**config.mk**
```make
export PLATFORM = sky130hd
export DESIGN_NAME = streaming_fifo_hwm
export DESIGN_NICKNAME = d
export VERILOG_FILES = /design/src/rtl/streaming_fifo_pkg.sv /design/src/rtl/stream_fifo_ram.sv /design/src/rtl/streaming_fifo_hwm.sv
export SDC_FILE = /design/constraint.sdc
export NUM_CORES = 1
export LEC_CHECK = 0
export BUFFER_PORTS_ARGS = -buffer_cell sky130_fd_sc_hd__buf_2
export CORE_MARGIN = 4
export CORE_UTILIZATION = 66
export DETAILED_ROUTE_END_ITERATION = 12
export HOLD_SLACK_MARGIN = 0.03
export PLACE_DENSITY = 0.84
export SYNTH_ARGS = -nofsm -noshare
export SYNTH_HDL_FRONTEND = slang
export SYNTH_SLANG_ARGS = --single-unit
```
**constraint.sdc**
```tcl
create_clock -name ap_clk -period 7.54 [get_ports ap_clk]
set_input_delay 0.377 -clock ap_clk [delete_from_list [all_inputs] [get_ports ap_clk]]
set_output_delay 0.377 -clock ap_clk [all_outputs]
set_load 0.01 [all_outputs]
```
**src/rtl/streaming_fifo_pkg.sv**
```systemverilog
// Shared helpers for the streaming FIFO: count width derivation and parameter sanity checks.
package streaming_fifo_pkg;

    function automatic int unsigned cnt_width(input int unsigned depth);
        return $clog2(depth) + 1;
    endfunction

    function automatic bit is_pow2(input int unsigned value);
        return (value >= 2) && ((value & (value - 1)) == 0);
    endfunction

endpackage

```
**src/rtl/stream_fifo_ram.sv**
```systemverilog
// DEPTH x WIDTH simple dual-port storage with one write port and one registered read port.
module stream_fifo_ram #(
    parameter int unsigned WIDTH = 32,
    parameter int unsigned DEPTH = 16,
    localparam int unsigned AW   = $clog2(DEPTH)
) (
    input  logic             clk_i,
    input  logic             we_i,
    input  logic [AW-1:0]    waddr_i,
    input  logic [WIDTH-1:0] wdata_i,
    input  logic             re_i,
    input  logic [AW-1:0]    raddr_i,
    input  logic             fwd_i,
    output logic [WIDTH-1:0] rdata_o
);

    logic [WIDTH-1:0] mem_q [DEPTH];
    logic [WIDTH-1:0] rdata_q;

    // fwd_i loads the word being written this edge, used when it becomes the new head.
    always_ff @(posedge clk_i) begin
        if (we_i) begin
            mem_q[waddr_i] <= wdata_i;
        end
        if (re_i) begin
            rdata_q <= fwd_i ? wdata_i : mem_q[raddr_i];
        end
    end

    assign rdata_o = rdata_q;

endmodule

```
**src/rtl/streaming_fifo_hwm.sv**
```systemverilog
// AXI-Stream FWFT FIFO with exact-width occupancy count, clearable high-water mark and
// registered almost-full/almost-empty flags.
module streaming_fifo_hwm
    import streaming_fifo_pkg::*;
#(
    parameter int unsigned WIDTH    = 32,
    parameter int unsigned DEPTH    = 16,
    parameter int unsigned AF_LEVEL = 12,
    parameter int unsigned AE_LEVEL = 2,
    localparam int unsigned CW      = cnt_width(DEPTH)
) (
    input  logic             ap_clk,
    input  logic             ap_rst_n,
    input  logic [WIDTH-1:0] in0_V_TDATA,
    input  logic             in0_V_TVALID,
    output logic             in0_V_TREADY,
    output logic [WIDTH-1:0] out_V_TDATA,
    output logic             out_V_TVALID,
    input  logic             out_V_TREADY,
    output logic [CW-1:0]    count,
    output logic [CW-1:0]    maxcount,
    input  logic             maxcount_clr,
    output logic             almost_full,
    output logic             almost_empty
);

    localparam int unsigned AW = $clog2(DEPTH);

    if (!is_pow2(DEPTH)) begin : g_bad_depth
        $error("DEPTH must be a power of two and at least 2");
    end
    if (AF_LEVEL < 1 || AF_LEVEL > DEPTH) begin : g_bad_af
        $error("AF_LEVEL must lie in 1..DEPTH");
    end
    if (AE_LEVEL > DEPTH - 1) begin : g_bad_ae
        $error("AE_LEVEL must lie in 0..DEPTH-1");
    end

    logic [CW-1:0] count_q, count_d, maxcount_q, maxcount_d;
    logic [AW-1:0] wptr_q, wptr_d, rptr_q, rptr_d;
    logic          in_ready_q, in_ready_d, out_valid_q, out_valid_d;
    logic          af_q, af_d, ae_q, ae_d;
    logic          push, pop, rd_en, rd_fwd;

    always_comb begin
        push        = in0_V_TVALID & in_ready_q;
        pop         = out_valid_q & out_V_TREADY;
        count_d     = count_q + CW'(push) - CW'(pop);
        wptr_d      = wptr_q + AW'(push);
        rptr_d      = rptr_q + AW'(pop);
        // The output register holds mem[rptr]; refill it whenever the head moves or is absent.
        rd_en       = pop | ~out_valid_q;
        // Nothing left in storage behind the head, so the new head is the word being pushed.
        rd_fwd      = (count_q == CW'(pop));
        in_ready_d  = (count_d < CW'(DEPTH));
        out_valid_d = (count_d != '0);
        af_d        = (count_d >= CW'(AF_LEVEL));
        ae_d        = (count_d <= CW'(AE_LEVEL));
        maxcount_d  = maxcount_q;
        if (maxcount_clr || (count_d > maxcount_q)) begin
            maxcount_d = count_d;
        end
    end

    always_ff @(posedge ap_clk or negedge ap_rst_n) begin
        if (!ap_rst_n) begin
            count_q     <= '0;
            maxcount_q  <= '0;
            wptr_q      <= '0;
            rptr_q      <= '0;
            in_ready_q  <= 1'b0;
            out_valid_q <= 1'b0;
            af_q        <= 1'b0;
            ae_q        <= 1'b1;
        end else begin
            count_q     <= count_d;
            maxcount_q  <= maxcount_d;
            wptr_q      <= wptr_d;
            rptr_q      <= rptr_d;
            in_ready_q  <= in_ready_d;
            out_valid_q <= out_valid_d;
            af_q        <= af_d;
            ae_q        <= ae_d;
        end
    end

    stream_fifo_ram #(
        .WIDTH (WIDTH),
        .DEPTH (DEPTH)
    ) u_ram (
        .clk_i   (ap_clk),
        .we_i    (push),
        .waddr_i (wptr_q),
        .wdata_i (in0_V_TDATA),
        .re_i    (rd_en),
        .raddr_i (rptr_d),
        .fwd_i   (rd_fwd),
        .rdata_o (out_V_TDATA)
    );

    assign in0_V_TREADY = in_ready_q;
    assign out_V_TVALID = out_valid_q;
    assign count        = count_q;
    assign maxcount     = maxcount_q;
    assign almost_full  = af_q;
    assign almost_empty = ae_q;

endmodule

```
# Yosys cells after proc, flatten, opt, wreduce, memory -nomap -nowiden
# Memories as Yosys holds them, arrays and structs flattened.
# Index checks and enable logic that the tools add are counted.
# Widths: inputs -> output; s select.
[totals]
regBits = 54
ramBits = 512
inputBits = 37
elab_cells = 28
mem_count = 1
[op_classes]
add_sub_neg = 4
order_cmp = 4
n_eq_ne = 1
n_mux = 3
n_bitwise = 4
n_reduce_logical = 2
[memory_table]
columns = ["memory", "depth", "word_bits", "rd", "rd_clocked_by_memory_dff", "write_ports", "line_no", "rtl"]
rows = [
  ["u_ram.mem_q", 16, 32, 1, 0, 1, "stream_fifo_ram.sv:17", "logic [WIDTH-1:0] mem_q [DEPTH];"],
]
[ops]
columns = ["op", "n"]
rows = [
  ["$mux 32", 1],
  ["$add 4x1->4", 2],
  ["$add 5x1->5", 1],
  ["$eq 5x1->1", 1],
  ["$ge 5x4->1 const B", 1],
  ["$gt 5x5->1", 1],
  ["$le 5x2->1 const B", 1],
  ["$lt 5x5->1 const B", 1],
  ["$reduce_bool 5->1", 1],
  ["$sub 5x1->5", 1],
  ["$and 1x1->1", 2],
  ["$mux 1", 2],
  ["$logic_or 1x1->1", 1],
  ["$not 1->1", 1],
  ["$or 1x1->1", 1],
]

# Depth between registers and ports, before layout
[logic_depth]
word_depth = 5
depth_mapped = 14

# Modules after synthesis
# From an unflattened synthesis, not the netlist that was laid out.
[hier_totals]
hier_cells = 962
hier_area_um2 = 22012.4
[by_module_without_submodules]
columns = ["mod", "n_inst", "cells_each", "area_per_inst_um2"]
rows = [
  ["stream_fifo_ram", 1, 875, 20933.8],
  ["streaming_fifo_hwm", 1, 87, 1078.5],
]

# Worst setup path before layout
# No wires, ideal clock.
[synth_timing]
path_type = "flip-flop to flip-flop"
start = "register wptr_q[2]"
end = "memory u_ram.mem_q[0][0], enable pin"
arrival_time_ps = 3058
setup_slack_ps = 4022
stages_incl_launch_ff = 3
path_buffers = 0
synth_period_minus_slack_ps = 3518
path_cell_list = "dfrtp_1 or3_1 nor3_1"
[synth_rtl]
columns = ["element", "line_no", "rtl"]
rows = [
  ["start: declaration", "streaming_fifo_hwm.sv:40", "logic [AW-1:0] wptr_q, wptr_d, rptr_q, rptr_d;"],
  ["start signal: assignment", "streaming_fifo_hwm.sv:78", "wptr_q <= wptr_d;"],
  ["end: declaration", "stream_fifo_ram.sv:17", ""],
]
# No word-level cell before the write port.

# Final worst setup path
[layout_timing]
start = "register out_valid_q (netlist: out_V_TVALID)"
end = "register u_ram.rdata_q[20] (netlist: u_ram.rdata_o[20]), data pin"
[layout_between]
elab_chain_len = 4
[layout_rtl]
columns = ["element", "line_no", "rtl"]
rows = [
  ["start: declaration", "streaming_fifo_hwm.sv:41", "logic in_ready_q, in_ready_d, out_valid_q, out_valid_d;"],
  ["start signal: assignment", "streaming_fifo_hwm.sv:81", "out_valid_q <= out_valid_d;"],
  ["$and 1x1->1", "streaming_fifo_hwm.sv:47", "pop = out_valid_q & out_V_TREADY;"],
  ["$add 4x1->4", "streaming_fifo_hwm.sv:50", "rptr_d = rptr_q + AW'(pop);"],
  ["named net rptr_d[1]", "streaming_fifo_hwm.sv:40", ""],
  ["$mem_v2 16x32", "-", ""],
  ["$mux 32", "stream_fifo_ram.sv:26", "rdata_q <= fwd_i ? wdata_i : mem_q[raddr_i];"],
  ["end signal: assignment", "stream_fifo_ram.sv:26", ""],
  ["end: declaration", "stream_fifo_ram.sv:18", "logic [WIDTH-1:0] rdata_q;"],
]
# The timed path passes the listed nets, and every way through them passes these cells.
# A chain may end at the register's enable or synchronous reset.

==> impl_metrics.json <==
{
  "cts_buffers": 53,
  "place_hpwl_um": 22280,
  "outcome": "completed",
  "r2r_start": "out_V_TVALID",
  "clock.fmax_ghz": 0.2392,
  "top_level_ports": 83,
  "ir_drop_v": 0.0004464,
  "dr.pass1.iters": 5,
  "initial_utilization_pct": 67.03,
  "drive_gt1_share_pct": 36.74,
  "cp.required_ns": 7.85,
  "overflow": 0,
  "tightest_slew_ns": 1.305,
  "via_count": 10442,
  "tns_ns": 0,
  "yosys_warnings": 0,
  "ys.flop_type": "edfxtp_1",
  "drt_iter0_markers": 1768,
  "power.density_nw_per_um2": 428.7,
  "leakage_nw": 7.925,
  "multiInputGateArea_um2": 4717,
  "cp.arrival_ns": 4.49,
  "yosys.area.top_type": "edfxtp_1",
  "antenna_found_initial": 1,
  "die_h_um": 190.0,
  "clockRootBuffer": "clkbuf_16",
  "async_flop_share_pct": 3.887,
  "startpoint": "out_V_TVALID",
  "fin_crit_sh_pct": 55.45,
  "crit_type": "reg2reg",
  "synth_seq_cells": 566,
  "hp-class": "in2reg",
  "relSlewSlack_pct": 12.54,
  "die_area_um2": 36110,
  "grt_pass1_vias": 10925,
  "synth_cells": 888,
  "cts_tree": "yes",
  "ys_seq_area_share_pct": 77.23,
  "slew_viol_final": 0,
  "clk_latency_ns": 0.56,
  "min_period_ns": 4.181,
  "setup_viol": 0,
  "synth_edf_count": 544,
  "critical_path_peak_fanout": 68,
  "ctsHoldBuffers": 1,
  "cts_sinks": 566,
  "cts_setup_buffers": 0,
  "synth_top_area_share_pct": 74.71,
  "yosysUniqueCellTypes": 36,
  "routedWlPerCell_um": 33.63,
  "track_usage_pct": 28.58,
  "area_growth_pct": 11.61,
  "seqCellArea_um2": 16890,
  "min_from": "maxcount_clr",
  "die_w_um": 190.0,
  "port_buffers": 82,
  "placed_cell_area_um2": 22810,
  "nNetsFinal": 1061,
  "coreArea_um2": 32620,
  "grt_pass1_wl_um": 73750,
  "cap_viol_max_count": 0,
  "row_count": 66,
  "post_cts_resize_count": 0,
  "fin_worst_skew_ns": 0.01543,
  "setup.worst_path.end_class": "register",
  "syn_nets": 938,
  "rsz0062_at_grt": "no",
  "synth_area_per_cell_um2": 24.62,
  "clockBufferDepth": 3,
  "syn_area_um2": 21870,
  "fill_cells": 1610,
  "synthTopCellsByArea": "edfxtp_1, mux4_2, dfrtp_1",
  "totalWireLength_um": 50210,
  "gp_congestion": 0.7125,
  "post-route-drc-count": 0,
  "grt_start_max_net_pins": 98,
  "htreeDepth": 2,
  "antenna_left": 0,
  "viasPerCell": 6.994,
  "hold_viol": 0,
  "crit_path_start_kind": "register",
  "clk_pin_slew_worst_paths_ns": 0.06,
  "final_cell_area_um2": 24400
}
[where the power goes]
part	leakage (nW)	internal (W)	switching [W]	total, W
logic	1.97	0.00200	0.00189	0.00389
clock network	0.772	0.00139	0.00112	0.00251
registers	5.18	0.00391	0.000159	0.00406
[state kept, by name (all words and copies together) (netlist names)]
| register | cells |
|---|---|
| u_ram.rdata_o | 32 |
| u_ram.mem_q | 512 |
| almost_full | 1 |
| almost_empty | 1 |
| count | 5 |
| rptr_q | 4 |
| in0_V_TREADY | 1 |
| maxcount | 5 |
| wptr_q | 4 |
| out_V_TVALID | 1 |
[cells in the mapped netlist (2+ instances only)]
| library cell | n |
|---|---|
| a21o_1 | 2 |
| a21oi_1 | 3 |
| buf_4 | 5 |
| buf_6 | 12 |
| clkbuf_1 | 7 |
| clkbuf_8 | 12 |
| dfrtp_1 | 21 |
| edfxtp_1 | 544 |
| ha_1 | 12 |
| inv_1 | 14 |
| mux2_2 | 33 |
| mux4_1 | 7 |
| mux4_2 | 153 |
| nand2_1 | 7 |
| nand2b_1 | 3 |
| nand3_1 | 6 |
| nor2_1 | 14 |
| nor3_1 | 4 |
| o21a_1 | 2 |
| o21ai_0 | 3 |
| or3_1 | 2 |
| xnor2_1 | 6 |
| xor2_1 | 3 |
[metrics by stage]
| step | power, W | hold slack [ns] | util (%) | worst slack [ns] | instances |
|---|---|---|---|---|---|
| 2_1_floorplan | 0.007123 | 0.08141 | - | 4.022 | 888 |
| 3_3_place_gp | 0.007788 | 0.3607 | 69.92 | 3.411 | 1397 |
| 3_5_place_dp | 0.007920 | 0.3650 | 69.92 | 3.374 | 1397 |
| 4_1_cts | 0.01053 | 0.1315 | 74.79 | 3.352 | 1490 |
| 5_1_grt | 0.01092 | 0.1615 | 74.80 | 3.209 | 1491 |
| 6_report | 0.01046 | 0.1525 | 74.82 | 3.359 | 1493 |
[per-layer routing]
| metal | GRT usage [%] | part of all wire, % |
|---|---|---|
| met3 | 5.450 | 9.8 |
| met2 | 47.42 | 51 |
| met1 | 40.09 | 36 |
| met5 | 0 | 0 |
| met4 | 8.375 | 3.0 |
[area by class of cell]
| cell class | count | area share (%) |
|---|---|---|
| Timing Repair Buffer | 106 | 2.481 |
| Inverter | 14 | 0.2153 |
| Multi-Input combinational cell | 270 | 19.33 |
| Sequential cell | 566 | 69.20 |
| Clock inverter | 24 | 0.8152 |
| Antenna cell | 3 | 0.03076 |
| Tap cell | 442 | 2.266 |
| Clock buffer | 68 | 5.665 |
[cells by family (layout without fill, tap and decap cells)]
logic type,count (synthesis),in the layout,share of synthesized area [%]
and+or+nand+nor,39,39,0.8241
other,0,3,0
adders and majority gates,14,14,0.8240
AOI/OAI and AO/OA,13,13,0.3776
xor gates and xnor gates,9,9,0.3605
muxes,195,195,18.41
DFF,566,566,77.23
buffers and inverters,52,212,1.968
[final timing paths]
check	endpoint	slack (ns)	depth (start not counted)
worst max-delay path	u_ram.rdata_o[20]	3.36	8
worst min-delay path	maxcount[4]	0.15	3
worst max register to register	u_ram.rdata_o[20]	3.36	8
worst min register to register	maxcount[4]	0.55	1
max in group asynchronous	almost_empty	6.84	2
min in group asynchronous	count[2]	0.34	2
[cell usage in the layout (no fill, tap or decap), types with 10 or more instances in the layout]
| cell type | count |
|---|---|
| clkbuf_16 | 53 |
| nor2_4 | 12 |
| clkbuf_1 | 15 |
| mux2_2 | 33 |
| mux4_2 | 153 |
| edfxtp_1 | 544 |
| inv_1 | 14 |
| buf_4 | 22 |
| buf_2 | 82 |
| clkinv_2 | 10 |
| ha_1 | 10 |
| dfrtp_1 | 21 |
[worst max-delay path, stage by stage, from the launching register on]
cell and delay (ns):
dfrtp_1 0.40, nand2_1 0.13, inv_1 0.09, ha_4 0.17, ha_4 0.92, buf_4 0.87, mux4_2 0.46, mux4_2 0.51
mux2_2 0.29
No activity file was read; power rests on OpenSTA's default activity.
